<file path="src/rtl/branch_pkg.sv">
`default_nettype none
// ============================================================================
//  Module      : branch_pkg
//  Description : Shared constants and helpers for the branch predict unit:
//                2-bit counter encodings, BTB field widths and saturating
//                counter arithmetic.
//  Revision    : 1.0 - initial release
// ============================================================================
package branch_pkg;

    // 2-bit saturating counter states; bit 1 is the taken prediction
    localparam logic [1:0] SNT = 2'b00;
    localparam logic [1:0] WNT = 2'b01;
    localparam logic [1:0] WT  = 2'b10;
    localparam logic [1:0] ST  = 2'b11;

    // Index width of a BTB with the given number of entries
    function automatic int idx_width(input int entries);
        return $clog2(entries);
    endfunction

    // Tag width: PC bits left over after the byte offset and the index
    function automatic int tag_width(input int pc_w, input int entries);
        return pc_w - 2 - $clog2(entries);
    endfunction

    function automatic logic [1:0] sat_inc2(input logic [1:0] c);
        return (c == ST) ? ST : c + 2'd1;
    endfunction

    function automatic logic [1:0] sat_dec2(input logic [1:0] c);
        return (c == SNT) ? SNT : c - 2'd1;
    endfunction

    function automatic logic [15:0] sat_inc16(input logic [15:0] c);
        return (c == 16'hFFFF) ? c : c + 16'd1;
    endfunction

endpackage
`default_nettype wire

</file>
<file path="src/rtl/btb_table.sv">
`default_nettype none
// ============================================================================
//  Module      : btb_table
//  Description : Flop-based direct-mapped branch target buffer storage.
//                Two combinational read ports (fetch lookup, execute hit
//                check), one synchronous write port, one-cycle reset.
//  Revision    : 1.0 - initial release
// ============================================================================
module btb_table
    import branch_pkg::*;
#(
    parameter  int PC_W    = 9,
    parameter  int ENTRIES = 16,
    localparam int IDX_W   = idx_width(ENTRIES),
    localparam int TAG_W   = tag_width(PC_W, ENTRIES)
) (
    input  logic             clk,
    input  logic             reset,
    // fetch read port
    input  logic [IDX_W-1:0] rd_f_idx,
    output logic             rd_f_valid,
    output logic [TAG_W-1:0] rd_f_tag,
    output logic [PC_W-1:0]  rd_f_target,
    output logic [1:0]       rd_f_ctr,
    // execute read port
    input  logic [IDX_W-1:0] rd_e_idx,
    output logic             rd_e_valid,
    output logic [TAG_W-1:0] rd_e_tag,
    output logic [PC_W-1:0]  rd_e_target,
    output logic [1:0]       rd_e_ctr,
    // write port; a write always leaves the entry valid
    input  logic             wr_en,
    input  logic [IDX_W-1:0] wr_idx,
    input  logic [TAG_W-1:0] wr_tag,
    input  logic [PC_W-1:0]  wr_target,
    input  logic [1:0]       wr_ctr
);

    logic             w_valid  [ENTRIES];
    logic [TAG_W-1:0] w_tag    [ENTRIES];
    logic [PC_W-1:0]  w_target [ENTRIES];
    logic [1:0]       w_ctr    [ENTRIES];

    for (genvar gi = 0; gi < ENTRIES; gi++) begin : g_entry
        logic             r_valid;
        logic [TAG_W-1:0] r_tag;
        logic [PC_W-1:0]  r_target;
        logic [1:0]       r_ctr;

        // Per-entry flops: reset restores the empty/weakly-not-taken state, else accept writes to this index
        always_ff @(posedge clk) begin
            if (reset) begin
                r_valid  <= 1'b0;
                r_tag    <= '0;
                r_target <= '0;
                r_ctr    <= WNT;
            end else if (wr_en && (wr_idx == IDX_W'(gi))) begin
                r_valid  <= 1'b1;
                r_tag    <= wr_tag;
                r_target <= wr_target;
                r_ctr    <= wr_ctr;
            end
        end

        assign w_valid[gi]  = r_valid;
        assign w_tag[gi]    = r_tag;
        assign w_target[gi] = r_target;
        assign w_ctr[gi]    = r_ctr;
    end

    // Reads see the stored (pre-update) value; there is no write bypass
    assign rd_f_valid  = w_valid[rd_f_idx];
    assign rd_f_tag    = w_tag[rd_f_idx];
    assign rd_f_target = w_target[rd_f_idx];
    assign rd_f_ctr    = w_ctr[rd_f_idx];

    assign rd_e_valid  = w_valid[rd_e_idx];
    assign rd_e_tag    = w_tag[rd_e_idx];
    assign rd_e_target = w_target[rd_e_idx];
    assign rd_e_ctr    = w_ctr[rd_e_idx];

endmodule
`default_nettype wire

</file>
<file path="src/rtl/branch_predict_unit.sv">
`default_nettype none
// ============================================================================
//  Module      : branch_predict_unit
//  Description : Execute-stage branch resolution with a fetch-stage BTB
//                predictor (2-bit counters), misprediction redirect, table
//                training and saturating statistics counters.
//  Revision    : 1.0 - initial release
// ============================================================================
module branch_predict_unit
    import branch_pkg::*;
#(
    parameter  int PC_W    = 9,
    parameter  int ENTRIES = 16,
    localparam int IDX_W   = idx_width(ENTRIES),
    localparam int TAG_W   = tag_width(PC_W, ENTRIES)
) (
    input  logic            clk,
    input  logic            reset,
    // fetch-side prediction
    input  logic [PC_W-1:0] F_PC,
    output logic            Pred_Taken,
    output logic [PC_W-1:0] Pred_Target,
    // execute-side resolution
    input  logic            E_Valid,
    input  logic [PC_W-1:0] E_PC,
    input  logic            E_Branch,
    input  logic            E_JmpSel,
    input  logic            E_JalrSel,
    input  logic [31:0]     E_Imm,
    input  logic [31:0]     E_AluResult,
    input  logic            E_PredTaken,
    input  logic [PC_W-1:0] E_PredTarget,
    input  logic            flag_halt,
    output logic            Redirect,
    output logic [31:0]     Redirect_PC,
    output logic [31:0]     PC_Four,
    // statistics
    output logic [15:0]     Branch_Cnt,
    output logic [15:0]     Mispred_Cnt
);

    // ---------------- table ----------------
    logic [IDX_W-1:0] w_f_idx, w_e_idx;
    logic [TAG_W-1:0] w_f_tag, w_e_tag;
    logic             w_f_valid, w_e_valid;
    logic [TAG_W-1:0] w_f_tag_rd, w_e_tag_rd;
    logic [PC_W-1:0]  w_f_target, w_e_target;
    logic [1:0]       w_f_ctr, w_e_ctr;

    logic             w_wr_en;
    logic [PC_W-1:0]  w_wr_target;
    logic [1:0]       w_wr_ctr;

    assign w_f_idx = F_PC[IDX_W+1:2];
    assign w_f_tag = F_PC[PC_W-1:IDX_W+2];
    assign w_e_idx = E_PC[IDX_W+1:2];
    assign w_e_tag = E_PC[PC_W-1:IDX_W+2];

    btb_table #(
        .PC_W    (PC_W),
        .ENTRIES (ENTRIES)
    ) u_btb (
        .clk         (clk),
        .reset       (reset),
        .rd_f_idx    (w_f_idx),
        .rd_f_valid  (w_f_valid),
        .rd_f_tag    (w_f_tag_rd),
        .rd_f_target (w_f_target),
        .rd_f_ctr    (w_f_ctr),
        .rd_e_idx    (w_e_idx),
        .rd_e_valid  (w_e_valid),
        .rd_e_tag    (w_e_tag_rd),
        .rd_e_target (w_e_target),
        .rd_e_ctr    (w_e_ctr),
        .wr_en       (w_wr_en),
        .wr_idx      (w_e_idx),
        .wr_tag      (w_e_tag),
        .wr_target   (w_wr_target),
        .wr_ctr      (w_wr_ctr)
    );

    // ---------------- fetch lookup ----------------
    logic w_f_hit;
    assign w_f_hit     = w_f_valid && (w_f_tag_rd == w_f_tag);
    assign Pred_Taken  = w_f_hit && w_f_ctr[1];
    assign Pred_Target = w_f_target;

    // ---------------- execute resolve ----------------
    logic        w_active;
    logic        w_is_cf;
    logic        w_act_taken;
    logic [31:0] w_pc_four;
    logic [31:0] w_act_tgt;
    logic        w_mispred;
    logic        w_e_hit;

    assign w_active    = E_Valid && !flag_halt;
    assign w_is_cf     = w_active && (E_Branch || E_JmpSel);
    assign w_act_taken = (E_Branch && E_AluResult[0]) || E_JmpSel;
    assign w_pc_four   = 32'(E_PC) + 32'd4;
    assign w_act_tgt   = E_JalrSel ? E_AluResult : (32'(E_PC) + E_Imm);

    // A non-control-flow instruction has act_taken=0, so gating with
    // w_active (not w_is_cf) also catches BTB aliasing: a stale taken
    // prediction on a plain instruction redirects back to E_PC+4.
    assign w_mispred = w_active &&
                       ((w_act_taken != E_PredTaken) ||
                        (w_act_taken && (w_act_tgt[PC_W-1:0] != E_PredTarget)));

    assign Redirect    = w_mispred;
    assign Redirect_PC = !w_mispred  ? 32'd0 :
                         w_act_taken ? w_act_tgt : w_pc_four;
    assign PC_Four     = flag_halt ? 32'd0 : w_pc_four;

    // ---------------- training ----------------
    assign w_e_hit = w_e_valid && (w_e_tag_rd == w_e_tag);

    // Train a hit entry's counter/target, or allocate on a taken miss
    always_comb begin
        w_wr_en     = 1'b0;
        w_wr_target = w_e_target;
        w_wr_ctr    = w_e_ctr;
        if (w_is_cf) begin
            if (w_e_hit) begin
                w_wr_en  = 1'b1;
                w_wr_ctr = w_act_taken ? sat_inc2(w_e_ctr) : sat_dec2(w_e_ctr);
                if (w_act_taken) begin
                    w_wr_target = w_act_tgt[PC_W-1:0];
                end
            end else if (w_act_taken) begin
                w_wr_en     = 1'b1;
                w_wr_target = w_act_tgt[PC_W-1:0];
                w_wr_ctr    = E_JmpSel ? ST : WT;
            end
        end
    end

    // ---------------- statistics ----------------
    logic [15:0] r_branch_cnt;
    logic [15:0] r_mispred_cnt;

    // Saturating counts of resolved control flow and of issued redirects
    always_ff @(posedge clk) begin
        if (reset) begin
            r_branch_cnt  <= 16'd0;
            r_mispred_cnt <= 16'd0;
        end else begin
            if (w_is_cf) begin
                r_branch_cnt <= sat_inc16(r_branch_cnt);
            end
            if (w_mispred) begin
                r_mispred_cnt <= sat_inc16(r_mispred_cnt);
            end
        end
    end

    assign Branch_Cnt  = r_branch_cnt;
    assign Mispred_Cnt = r_mispred_cnt;

    // Byte-offset bits and the counter hysteresis bit play no role in the lookup
    logic w_unused;
    assign w_unused = ^{F_PC[1:0], w_f_ctr[0]};

endmodule
`default_nettype wire
</file>
<file path="config.mk">
export PLATFORM = sky130hd
export DESIGN_NAME = branch_predict_unit
export DESIGN_NICKNAME = d
export VERILOG_FILES = /design/src/rtl/branch_pkg.sv /design/src/rtl/btb_table.sv /design/src/rtl/branch_predict_unit.sv
export SDC_FILE = /design/constraint.sdc
export NUM_CORES = 1
export LEC_CHECK = 0
export BUFFER_PORTS_ARGS = -buffer_cell sky130_fd_sc_hd__buf_2
export CORE_MARGIN = 3
export CORE_UTILIZATION = 40
export CTS_CLUSTER_SIZE = 24
export DETAILED_ROUTE_END_ITERATION = 8
export PLACE_DENSITY_LB_ADDON = 0.1
export SLEW_MARGIN = 25
export SYNTH_ARGS = -nofsm -noshare
export SYNTH_HDL_FRONTEND = slang
export SYNTH_SLANG_ARGS = --single-unit
</file>
<file path="constraint.sdc">
create_clock -name clk -period 3.5 [get_ports clk]
set_input_delay 0 -clock clk [delete_from_list [all_inputs] [get_ports clk]]
set_output_delay 0 -clock clk [all_outputs]
set_load 0.05 [all_outputs]
</file>
-- Word level (Yosys, flattened, before mapping)
Cells that the tools add are included.
- output and inout bits: 107
- logic and storage cells: 172
- bits in registers: 272
- input bits: 99
- mux-type cells: 40
- bitwise logic cells: 4
- add/subtract/negate cells: 6
- equality and inequality tests: 22
- magnitude comparators: 2
- reduce and logical (&&, ||, !) cells: 32
- operator list (operator ; count):
    2-to-1 mux 32 bit ; 3
    binary-select mux 9 bit (select 4 bit) ; 2
    2-to-1 mux 9 bit ; 6
    adder 16 x 1 -> 16 bit (second input constant) ; 2
    adder 9 x 32 -> 32 bit ; 1
    equality test 16 bit (second input constant) ; 2
    equality test 4 bit (second input constant) ; 8
    binary-select mux 3 bit (select 4 bit) ; 2
    logical AND 1 bit ; 24
    2-to-1 mux 2 bit ; 10
    binary-select mux 2 bit (select 4 bit) ; 2
    equality test 4 x 3 -> 1 bit (second input constant) ; 4
    2-to-1 mux 3 bit ; 4
    adder 9 x 3 -> 10 bit (second input constant) ; 1
    greater-or-equal comparator 5 bit (second input constant) ; 2
    2-to-1 mux 10 bit ; 1
    inverter 4 -> 5 bit ; 2
    inequality test 9 bit ; 1
    binary-select mux 1 bit (select 4 bit) ; 2
    equality test 4 x 2 -> 1 bit (second input constant) ; 2
    2-to-1 mux 1 bit ; 8
    equality test 3 bit ; 2
    equality test 4 x 1 -> 1 bit (second input constant) ; 1
    zero test 4 bit ; 1
    9 further kinds ; 13

-- Logic depth before layout (Yosys ltp)
Gate-level depths: netlist of run 1.
- word-level depth: 9
- depth in mapped cells: 13
- depth with buffers taken out: 10

-- Modules after synthesis
From an unflattened synthesis of run 1, not the netlist that was laid out.
- cell total of the unflattened synthesis: 1916
- area, all modules: 16718.5 um^2
- by module, submodules not included (module ; cells each ; times used ; area each (um^2)):
    btb_table ; 1373 ; 1 ; 12863.6
    branch_predict_unit ; 543 ; 1 ; 3854.9

-- Least setup slack after synthesis of run 1
OpenSTA, ideal clock, no wires.
- kind: input-to-output
- start point: in F_PC[2]
- end point: out Pred_Taken
- arrival time: 3.591 ns
- buffers on the path: 2
- stages: 6
- slack: -0.091 ns
- cell sequence: clkbuf_1 clkbuf_1 mux4_2 mux4_2 xor2_1 nor4_1
- word-level cells in the longest chain between the ends: 7
- RTL lines (element ; RTL line ; RTL):
    start, declared ; branch_predict_unit.sv:20 ; input logic [PC_W-1:0] F_PC,
    inverter 4 -> 5 bit (not written as such) (*) ; btb_table.sv:72, btb_table.sv:73, btb_table.sv:75 ;
    binary-select mux 3 bit (select 4 bit) ; btb_table.sv:73 ; assign rd_f_tag = w_tag[rd_f_idx];
    2-to-1 mux 3 bit (not written as such) (2 in series) ; btb_table.sv:73 ;
    equality test 3 bit ; branch_predict_unit.sv:84 ; assign w_f_hit = w_f_valid && (w_f_tag_rd == w_f_tag);
    logical AND 1 bit ; branch_predict_unit.sv:84 ;
    logical AND 1 bit (*) ; branch_predict_unit.sv:85 ; assign Pred_Taken = w_f_hit && w_f_ctr[1];
    end, declared ; branch_predict_unit.sv:21 ; output logic Pred_Taken,
Every way passes the cells marked *; elsewhere a longest branch is shown, timed or not. The select of a mux whose other input is x is not followed.

-- Final worst setup path of run 1
- start point: reg u_btb.g_entry[11].r_valid
- end point: reg u_btb.g_entry[9].r_ctr[0]
- word-level cells in the longest chain between the ends: 7
- RTL lines (element ; RTL line ; RTL):
    start, declared ; btb_table.sv:45 ; logic r_valid;
    start signal, assigned ; btb_table.sv:53 ; r_valid <= 1'b0;
    start signal, assigned ; btb_table.sv:58 ; r_valid <= 1'b1;
    binary-select mux 1 bit (select 4 bit) (*) ; btb_table.sv:77 ; assign rd_e_valid = w_valid[rd_e_idx];
    2-to-1 mux 1 bit (not written as such) (*) (2 in series) ; btb_table.sv:77 ;
    logical AND 1 bit (*) ; branch_predict_unit.sv:116 ; assign w_e_hit = w_e_valid && (w_e_tag_rd == w_e_tag);
    2-to-1 mux 1 bit ; branch_predict_unit.sv:124 ; if (w_e_hit) begin
    2-to-1 mux 1 bit ; branch_predict_unit.sv:123 ; if (w_is_cf) begin
    logical AND 1 bit ; btb_table.sv:57 ; end else if (wr_en && (wr_idx == IDX_W'(gi))) begin
    end signal, assigned ; btb_table.sv:61 ; r_ctr <= wr_ctr;
    end, declared ; btb_table.sv:48 ; logic [1:0] r_ctr;
Marked as above.
A chain may end at the register's enable or synchronous reset.

==> results.toml, run 1 <==
[cts]
cts_tree = "built"
cts_resized = 0
htreeDepth = 1
cts_sinks = 272
clockBufferDepth = 3
post_cts.repair.setup_buffers = 0
worst_skew_pair.late_latency_ns = 0.57
postCtsHoldBufs = 3
cts_buffers = 31
cts.clk_slew.worst_paths_ns = 0.07
cts_root_buf = "clkbuf_16"

[floorplan]
coreArea_sq_mm = 0.0399
initial_core_util = 0.406
die_x_um = 207
ios = 206
dieArea_sq_mm = 0.0430
num_rows = 73
die_h_um = 207

[sta]
slew_violations = 0
rsz0062_at_grt = "no"
fin_crit_ns = 3.29
tightestPinTransition_ns = 0.885
fin_setup_tns_ns = 0
fmax_mhz = 304
setup_violations = 0
hold_violations = 0
slew_headroom = 0.410
skew_ns = 0.0154
period_share = 0.940

[synth]
synth_area_per_cell_sq_um = 8.96
yosys_warnings = 0
synth_top_flop_cell = "dfxtp_1"
yosysSeqAreaShare = 0.336
synth_area_sq_mm = 0.0162
synth_area_leaders = "dfxtp_1, mux4_2, nand2_1, nor2_1, nor3_1"
yosysTopAreaCell = "dfxtp_1"
synth_top_cell_area_share = 0.336
synthArstFlopShare = 0
netlist_instances = 1810
ys_ff_latch = 272
yosysUniqueCellTypes = 61
synth_edf_count = 0

[worst_setup_path]
end_kind = "register"
crit_type = "register to register"
cp_max_fo = 46
arrival_ns = 3.76
cp-start-kind = "register"
r2r_cells = 10
cp.required_ns = 3.97

[layout]
layout_common_cells = "dfxtp_1, nand2_1, nor2_1, buf_2, nor3_1"
multi_input_area_sq_mm = 0.00993
antennaDiodeCount = 0
fillCellCount = 3886
layout.area.seq_sq_mm = 0.00545
layout_commonest_cell = "dfxtp_1"
syn_to_final_growth_pct = 15.6
layout.nets = 2064
final_core_util = 0.470
drive_gt1_frac = 0.249

[drt]
wl_um = 49300
drcViolationCount = 0
drtPass1Iterations = 5
avgViaCountPerCell = 5.62
wl_per_cell_um = 19.7
drt_iter0_markers = 1065
final_antenna_net_count = 0
vias = 14031

[placed_design]
port_buffers = 181
hpwlAfterDp_um = 35300
finalWeightedCongestion = 0.858

[power]
max-vdd-ir-drop_mv = 0.355
leakage_nw = 6.86
p_per_area_mw_per_mm2 = 400

[hold_path]
hold_depth = 2
hp-class = "input pin to register"

[grt]
grt_pass1_vias = 13567
grt_use_total = 0.222
grt_pass1_wl_um = 77800
antenna_found_initial = 1
overflow = 0
grt_max_degree = 110

[run]
cap_violations = 0

[status]
status = "completed"
[kinds of logic after synthesis]
kind of cell / Yosys count / share of synthesized area
compound gates: 360 / 0.130
fa+ha+maj: 16 / 0.0128
flops: 272 / 0.336
simple gates: 734 / 0.220
other cells: 1 / 0.000231
buf+inv: 191 / 0.0581
xor+xnor: 58 / 0.0313
mux: 178 / 0.212
[sequential cells by signal, indices dropped and copies added (netlist names)]
register                count
Mispred_Cnt                16
u_btb.g_entry.r_tag        48
u_btb.g_entry.r_valid      16
Branch_Cnt                 16
u_btb.g_entry.r_ctr        32
u_btb.g_entry.r_target    144
[report_power, final]
group | internal (W) | switching [W] | total [W]
sequential | 0.00312 | 0.0000153 | 0.00313
clock | 0.00195 | 0.00140 | 0.00335
combinational | 0.000327 | 0.000691 | 0.00102
[final timing paths]
path,start,endpoint,slack (ns)
setup / recovery,u_btb.g_entry[11].r_valid,u_btb.g_entry[9].r_ctr[0],0.21
hold / removal,reset,Branch_Cnt[15],0.04
setup reg to reg,u_btb.g_entry[11].r_valid,u_btb.g_entry[9].r_ctr[0],0.21
hold reg to reg,u_btb.g_entry[8].r_target[7],u_btb.g_entry[8].r_target[7],0.48
[stage by stage]
stage	power [W]	instances	hold slack (ns)	cell area (sq um)	setup WS, ns
detailed placement	0.00421	2438	0.401	17700	0.228
CTS	0.00758	2498	0.0507	18700	0.235
finish	0.00750	2498	0.0386	18700	0.209
global route	0.00778	2498	0.0947	18700	0.0493
global placement	0.00420	2438	0.401	17700	0.226
floorplan	0.00391	1831	0.270	16300	0.0773
[cell usage after synthesis (all sizes together), types with 2 or more instances]
cell type / instances
a31oi: 3
or2: 2
mux2i: 34
clkbuf: 117
nor2: 206
nand3: 34
mux2: 13
a211oi: 43
mux4: 131
ha: 15
buf: 62
dfxtp: 272
o21ai: 125
nor4: 4
and4: 4
o211ai: 6
or4: 8
or3: 6
nand2b: 22
a31o: 2
and2: 8
nand4: 23
and3: 22
a211o: 16
o31ai: 8
a22oi: 2
xor2: 18
a2111o: 3
a2111oi: 3
xnor2: 40
nand2: 204
nor3b: 3
inv: 11
a21oi: 134
nor2b: 46
nor3: 139
a21o: 7
[final cells by class]
cell class              count  area share
flip-flops and latches    272       0.290
clock buffers              37      0.0452
well taps                 525      0.0350
repair buffers            264      0.0867
clock inverters            20      0.0105
inverters                  12     0.00254
multi-input cells        1368       0.530
[worst max-delay path: stages (launching register included)]
cell	delay, ns
dfxtp_1	0.39
nand2_1	0.07
mux4_2	0.48
mux2_2	0.30
mux4_2	0.47
o41a_2	0.49
buf_12	0.23
nor2_2	0.20
buf_4	0.19
nor2b_1	0.06
a211o_1	0.25
[per-layer routing]
metal  part of all wire  vias up  global-route usage  wire (um)
met5                  0        -                   0          0
li1                   -     6798                   -          -
met4              0.020        0              0.0515        997
met3              0.054       58              0.0277       2670
met1               0.45     6738               0.309      22200
met2               0.47      437               0.371      23400
No activity file was read; power rests on OpenSTA's default activity.
==> run 2, diff against run 1 <==
Clock period 3.5 ns to 4.2 ns, I/O delays scaled along.
==> run 2 against run 1 <==
- sequential share of layout area rose by 0.45 points
- clock skew fell by 0.0045 ns
- largest power group unchanged
- clock-buffer cell count is 5 higher
- largest cell class unchanged
- critical path type is now input pin to output port
==> results.toml, run 2 (synthesis gave the netlist of run 1 again) <==
[worst_setup_path]
crit_top_cell = "buf_2"
cp_max_fo = 30
r2r-end = "u_btb.g_entry[3].r_ctr[0]"
path_depth = 13
cpPeakStageDelay_ns = 0.46
r2r_start = "u_btb.g_entry[8].r_valid"
cp-start-kind = "input pin"
crit_buf_inv = 4
crit_type = "input pin to output port"
arrival_ns = 3.48
cpMaxStageDelayCell = "mux2i_1"
r2r_cells = 9
rrSetupSlack_ns = 0.81
cp_cell_sequence = "buf_2, ha_1, fa_1, mux2i_1, xnor2_1, or4_1, a2111oi_0, nand4_1, o21ai_2, buf_4, inv_1, and3_1, buf_2"
cp.required_ns = 4.20
path_delay_family = "simple AND/OR/NAND/NOR gates"
end_kind = "output port"

[layout]
drive_gt1_frac = 0.233
layout.nets = 2025
antennaDiodeCount = 0
largest_reg_flops = 144
top_register = "u_btb.g_entry.r_target"
syn_to_final_growth_pct = 13.9
layout_commonest_cell = "dfxtp_1"
largestRegisters = "u_btb.g_entry.r_target (144), u_btb.g_entry.r_tag (48), u_btb.g_entry.r_ctr (32)"
layout_common_cells = "dfxtp_1, nand2_1, nor2_1, buf_2, nor3_1"
fillCellCount = 3859
fin_cells = 2457

[sta]
skew_ns = 0.0109
setup_violations = 0
period_share = 0.830
fin_crit_ns = 3.48
tightestPinTransition_ns = 0.945
hold_violations = 0
slew_violations = 0
slew_headroom = 0.370
fin_setup_tns_ns = 0
fmax_mhz = 287
rsz0062_at_grt = "no"

[cts]
worst_skew_pair.late_latency_ns = 0.57
htreeDepth = 1
cts_tree = "built"
cts_root_buf = "clkbuf_16"
clockBufferDepth = 3
cts_resized = 0
cts_sinks = 272
cts_buffers = 31
cts.clk_slew.worst_paths_ns = 0.06

[grt]
grt_pass1_vias = 13479
overflow = 0
antenna_found_initial = 0
grt_use_total = 0.221
grt_pass1_wl_um = 78000
grt_max_degree = 120

[hold_path]
hold_depth = 2
hp-class = "input pin to register"
min_from = "reset"
hold_end = "Branch_Cnt[0]"

[drt]
wl_um = 48800
final_antenna_net_count = 0
wl_met1_um = 22200
drt_iter0_markers = 1148
avgViaCountPerCell = 5.68
drcViolationCount = 0
top_layer = "met4"
wl_per_cell_um = 19.8
met2WireLength_um = 23100
wl_met3_um = 2710
vias = 13951
drtPass1Iterations = 5

[power]
leakage_nw = 6.68
p_per_area_mw_per_mm2 = 341
p_total_w = 0.00629
max-vdd-ir-drop_mv = 0.318
internal_power_w = 0.00461
pwr-share-comb = 0.131
clockPowerShare = 0.454
p_sw_w = 0.00169
power_frac_seq = 0.415
sw_frac_of_total = 0.268

[floorplan]
die_x_um = 207
initial_core_util = 0.406
num_rows = 73
ios = 206
dieArea_sq_mm = 0.0430
coreArea_sq_mm = 0.0399
die_h_um = 207

[run]
cap_violations = 0

[placed_design]
dp_cells = 2399
port_buffers = 181
finalWeightedCongestion = 0.866
hpwlAfterDp_um = 34800

[status]
status = "completed"
[run 2: cell types whose count changed in the layout (fill, tap and decap cells not counted), moves of 3 or more]
| cell | previous run | this run |
|---|---|---|
| buf_4 | 76 | 39 |
| clkbuf_8 | 6 | 11 |
| buf_12 | 6 | 3 |
| clkinvlp_4 | 3 | 0 |
[run 2: final cells by class]
| cell class | instances | area (sq um) | share of cell area |
|---|---|---|---|
| multi-input combinational | 1368 | 9930 | 0.538 |
| sequential | 272 | 5450 | 0.295 |
| timing repair buffer | 225 | 1300 | 0.0704 |
| clock buffer | 42 | 917 | 0.0497 |
| tap | 525 | 657 | 0.0356 |
| clock inverter | 13 | 165 | 0.00895 |
| inverter | 12 | 47.5 | 0.00258 |
[run 2: how the worst max path moves through the flow]
stage                      to     from  slack, ns
6_report       Redirect_PC[4]  E_PC[0]       0.72
5_1_grt        Redirect_PC[4]  E_PC[0]       0.52
4_1_cts        Redirect_PC[6]  E_PC[0]       0.78
3_5_place_dp   Mispred_Cnt[0]  E_PC[0]       0.75
3_3_place_gp   Mispred_Cnt[0]  E_PC[0]       0.78
2_1_floorplan      Pred_Taken  F_PC[2]       0.61
[run 2: what timing repair did]
action | 4_1_cts | 5_1_grt
buffers inserted | 0 | 0
hold endpoints to repair | 48 | 0
hold buffers | 3 | 0
endpoints found under the setup margin | 0 | 0
[run 2: stage by stage]
step | hold slack [ns] | util | setup WS [ns] | instance area, sq um
global placement | 0.402 | 0.434 | 0.779 | 17300
floorplan | 0.270 | - | 0.609 | 16300
global route | 0.110 | 0.462 | 0.522 | 18500
detailed placement | 0.400 | 0.435 | 0.748 | 17300
CTS | 0.0662 | 0.462 | 0.775 | 18500
finish | 0.0574 | 0.462 | 0.716 | 18500
[run 2: routing by layer]
layer	GRT usage	up-vias
met5	0	-
met4	0.0424	0
met3	0.0271	50
met2	0.371	439
met1	0.310	6768
li1	-	6694
[run 2: power groups by stage]
stage                     logic [W]  clock network (W)  registers, W
after floorplan            0.000584                  0       0.00267
after global placement     0.000813                  0       0.00267
after detailed placement   0.000821                  0       0.00267
after CTS                  0.000826            0.00293       0.00261
after global routing       0.000890            0.00303       0.00261
final                      0.000823            0.00286       0.00261
